### config.mk
export PLATFORM = sky130hd
export DESIGN_NAME = burst_repeat
export DESIGN_NICKNAME = d
export VERILOG_FILES = /design/src/rtl/burst_repeat.sv
export SDC_FILE = /design/constraint.sdc
export NUM_CORES = 1
export LEC_CHECK = 0
export ABC_AREA = 1
export CAP_MARGIN = 20
export CORE_UTILIZATION = 25
export CTS_CLUSTER_DIAMETER = 120
export CTS_CLUSTER_SIZE = 28
export DETAILED_ROUTE_END_ITERATION = 8
export SETUP_SLACK_MARGIN = 0.02
export SLEW_MARGIN = 30
export SYNTH_ARGS = -nofsm -noshare
export SYNTH_HDL_FRONTEND = slang
export SYNTH_SLANG_ARGS = --single-unit
export TNS_END_PERCENT = 100
### constraint.sdc
create_clock -name i_clk -period 4.98 [get_ports i_clk]
set_input_delay 1.494 -clock i_clk [delete_from_list [all_inputs] [get_ports i_clk]]
set_output_delay 1.494 -clock i_clk [all_outputs]
set_load 0.005 [all_outputs]
### src/rtl/burst_repeat.sv
// Token repeater: accepts one (data, cnt) token and replays the data as cnt indexed beats.
// A zero count drops the token. The next token is handed off on the last beat, so there is no bubble.
module burst_repeat #(
  parameter int unsigned DW = 16,
  parameter int unsigned CW = 8
) (
  input  logic          i_clk,
  input  logic          i_rstn,
  input  logic          src_rdy,
  output logic          src_ack,
  input  logic [DW-1:0] src_data,
  input  logic [CW-1:0] src_cnt,
  output logic          dst_rdy,
  input  logic          dst_ack,
  output logic [DW-1:0] dst_data,
  output logic [CW-1:0] dst_idx,
  output logic          dst_first,
  output logic          dst_last,
  output logic          busy
);

  typedef enum logic [0:0] {StIdle, StEmit} state_e;

  state_e        state_q, state_d;
  logic [DW-1:0] data_q, data_d;
  logic [CW-1:0] cnt_q, cnt_d;
  logic [CW-1:0] idx_q, idx_d;

  logic emit;
  logic is_last;
  logic src_xfer;

  assign emit = (state_q == StEmit);
  // cnt_q is never zero in StEmit, so cnt_q - 1 cannot wrap.
  assign is_last = emit && (idx_q == (cnt_q - CW'(1)));
  assign src_xfer = src_rdy && src_ack;

  always_comb begin
    state_d = state_q;
    data_d  = data_q;
    cnt_d   = cnt_q;
    idx_d   = idx_q;
    src_ack = 1'b0;
    dst_rdy = 1'b0;

    case (state_q)
      StIdle: begin
        src_ack = src_rdy;
      end
      StEmit: begin
        dst_rdy = 1'b1;
        src_ack = src_rdy && dst_ack && is_last;
        if (dst_ack) begin
          if (is_last) begin
            state_d = StIdle;
          end else begin
            idx_d = idx_q + CW'(1);
          end
        end
      end
      default: begin
        state_d = StIdle;
      end
    endcase

    // A new token overrides whatever the current beat decided.
    if (src_xfer) begin
      if (src_cnt != '0) begin
        state_d = StEmit;
        data_d  = src_data;
        cnt_d   = src_cnt;
        idx_d   = '0;
      end else begin
        state_d = StIdle;
      end
    end
  end

  always_ff @(posedge i_clk or negedge i_rstn) begin
    if (!i_rstn) begin
      state_q <= StIdle;
      data_q  <= '0;
      cnt_q   <= '0;
      idx_q   <= '0;
    end else begin
      state_q <= state_d;
      data_q  <= data_d;
      cnt_q   <= cnt_d;
      idx_q   <= idx_d;
    end
  end

  // Beat fields read as zero whenever no token is held.
  always_comb begin
    dst_data  = emit ? data_q : '0;
    dst_idx   = emit ? idx_q : '0;
    dst_first = emit && (idx_q == '0);
    dst_last  = is_last;
    busy      = dst_rdy;
  end

endmodule

==> impl_metrics.json <==
{
  "post-route-util_pct": 34.4,
  "synth_compound_area_share_pct": 0.470,
  "synth_xor_area_share_pct": 0.823,
  "grt_max_degree": 34,
  "syn_area_per_cell_um2": 6.74,
  "ys_types": 24,
  "critPathTopFamily": "buffers and inverters",
  "core_mm2": 0.00822,
  "clk_path_buf_depth": 2,
  "grt-ovfl-total": 0,
  "reg2reg_depth": 15,
  "wl_met3_um": 261,
  "drc": 0,
  "rows": 33,
  "setup_viol": 0,
  "diodes": 0,
  "die_x_um": 94.3,
  "final_common_cell": "nand2_1",
  "ctsRootBufferMaster": "clkbuf_8",
  "synth_fp_nets": 347,
  "cts_resized": 0,
  "worstPathCellList": "clkdlybuf4s50_1, nand3_1, nand2_2, nand2_1, inv_1, clkdlybuf4s50_1",
  "ios": 57,
  "arrival_ps": 2870,
  "drive_gt1_share_pct": 6.79,
  "yosys.area_share.simple_pct": 43.8,
  "ys_seq_area_share_pct": 38.8,
  "drt_first_pass_iters": 5,
  "finalSetupTns_ps": 0,
  "vias": 2137,
  "cp.depth": 6,
  "synth_top_family_by_area": "simple AND/OR/NAND/NOR gates",
  "synthCells": 316,
  "routed.top_layer": "met4",
  "rsz0062_at_grt": "false",
  "cap_violations": 0,
  "worst_slack_ps": 618,
  "ys.warnings.count": 0,
  "gp_congestion": 0.803,
  "finalNonFillerCells": 473,
  "wl_mm": 5.48,
  "dieArea_mm2": 0.00889,
  "synth_top_area_share_pct": 38.8,
  "status": "complete, no violations",
  "p_total_mw": 1.47,
  "clk_latency_ps": 290,
  "cts_setup_buffers": 0,
  "hold_buffers": 0,
  "fmax_mhz": 229,
  "hold_viol_final": 0,
  "wl_met2_mm": 2.55,
  "post-place-ws_ps": 617,
  "placement.cell_area_mm2": 0.00273,
  "vdd_drop_max_mv": 0.178,
  "crit_top_cell": "clkdlybuf4s50_1",
  "clock-sinks": 33,
  "track_usage_pct": 13.5,
  "avgRoutedWirePerCell_um": 11.6,
  "synthAdderAreaFrac_pct": 1.76,
  "clk_pin_slew_ps": 70,
  "layout_common_cells": "130 x nand2_1, 55 x clkdlybuf4s50_1, 46 x inv_1, 32 x dfrtp_1, 30 x nand4_1",
  "worstSetupStartpointType": "input pin",
  "synth_area_leader_cell": "dfrtp_1",
  "grt_pass1_vias": 2122,
  "fin_area_mm2": 0.00283,
  "cts_tree": "built",
  "ant_nets": 0,
  "cpPeakStageDelay_ps": 560,
  "antenna_found_initial": 0,
  "initial_core_util_pct": 25.9,
  "r2r_slack_ps": 2520,
  "fin_crit_sh_pct": 87.6,
  "ys_seq_elements": 33,
  "final_max_slew_viol_count": 0,
  "post-dp-hpwl_mm": 3.89,
  "cts_buffers": 5,
  "path_class": "in2out",
  "hold_slack_ps": 480,
  "slew_headroom_pct": 49.6,
  "grt_pass1_wl_mm": 9.38,
  "dp.cells": 465,
  "dieHeight_um": 94.3,
  "cp.required_ps": 3490,
  "drtIter0Drc": 104,
  "portBuffers": 56,
  "worst-path-buf-inv": 3,
  "p_leak_nw": 1.56,
  "critPathCaptureType": "primary output",
  "synthMuxAreaShare_pct": 0,
  "nNetsFinal": 398,
  "period_minus_slack_ps": 4360,
  "cp_max_fo": 4,
  "clock_skew_ps": 6.98,
  "netlist_area_mm2": 0.00213,
  "wl_met1_mm": 2.52,
  "viasPerCell": 4.52,
  "worstHoldPathCells": 2,
  "hold_class": "reg2reg",
  "tightestPinTransition_ps": 756,
  "critPathSlowestCell": "clkdlybuf4s50_1",
  "synthTopCellsByArea": "dfrtp_1 39%, nand2_1 23%, nand4_1 8.8%, inv_1 8.1%, nand3_1 4.7%",
  "synthToLayoutAreaGrowth_pct": 32.7,
  "power_density_mw_per_mm2": 520,
  "cts_max_level": 2
}
synth_stat cells:
master and number:
nor2_2 3, nand2_1 130, xnor2_1 2, nor4_1 2
nand4_4 1, nand2_2 2, buf_6 5, nand3b_1 1
ha_1 3, buf_4 2, a21oi_1 1, nor3_1 2
or2_2 1, clkbuf_1 3, dfrtp_1 33, inv_1 46
nand3_1 20, clkinv_1 2, buf_2 5, o21ai_1 1
inv_2 5, nand4_1 30, nor2_1 15, nand2_4 1
per-layer routing:
| layer | vias to the layer above | GRT usage [%] |
|---|---|---|
| met5 | - | 0 |
| met4 | 0 | 5.00 |
| met3 | 12 | 3.16 |
| met2 | 51 | 23.5 |
| met1 | 992 | 16.0 |
| li1 | 1082 | - |
kinds of logic (layout without fill, tap and decap cells):
family / count (synthesis) / after routing
buffers and inverters: 68 / 120
xor gates and xnor gates: 2 / 2
DFF: 33 / 33
and+or+nand+nor: 208 / 208
adders and majority gates: 3 / 3
AOI/OAI and AO/OA: 2 / 2
report_power, final:
group / internal (mW) / total (mW) / leakage [nW] / switching, mW
combinational: 0.371 / 0.730 / 1.11 / 0.359
sequential: 0.391 / 0.523 / 0.400 / 0.132
clock: 0.112 / 0.216 / 0.0445 / 0.103
total: 0.874 / 1.47 / 1.56 / 0.595
flip-flops by register name (all words and copies together), names as in the netlist:
| register | flops |
|---|---|
| idx_q | 8 |
| emit | 1 |
| data_q | 16 |
| cnt_q | 8 |
final timing paths:
path,from,to
max,dst_ack,src_ack
min,data_q[9],data_q[9]
max reg2reg,cnt_q[0],idx_q[3]
min reg2reg,data_q[9],data_q[9]
max in group asynchronous,i_rstn,emit
min in group asynchronous,i_rstn,idx_q[6]
final cells by class:
class | count | area (µm²)
well taps | 105 | 131
repair buffers | 59 | 578
clock buffers | 7 | 86.3
clock inverters | 1 | 7.51
multi-input cells | 215 | 997
flip-flops and latches | 33 | 827
inverters | 53 | 199
fillers | 858 | 5390
worst min-delay path: cells and delay by family, from the launching register on:
kind | cells | cell delay [ps]
simple gates | 2 | 90
flops | 1 | 350
(Power assumes the default switching activity.)
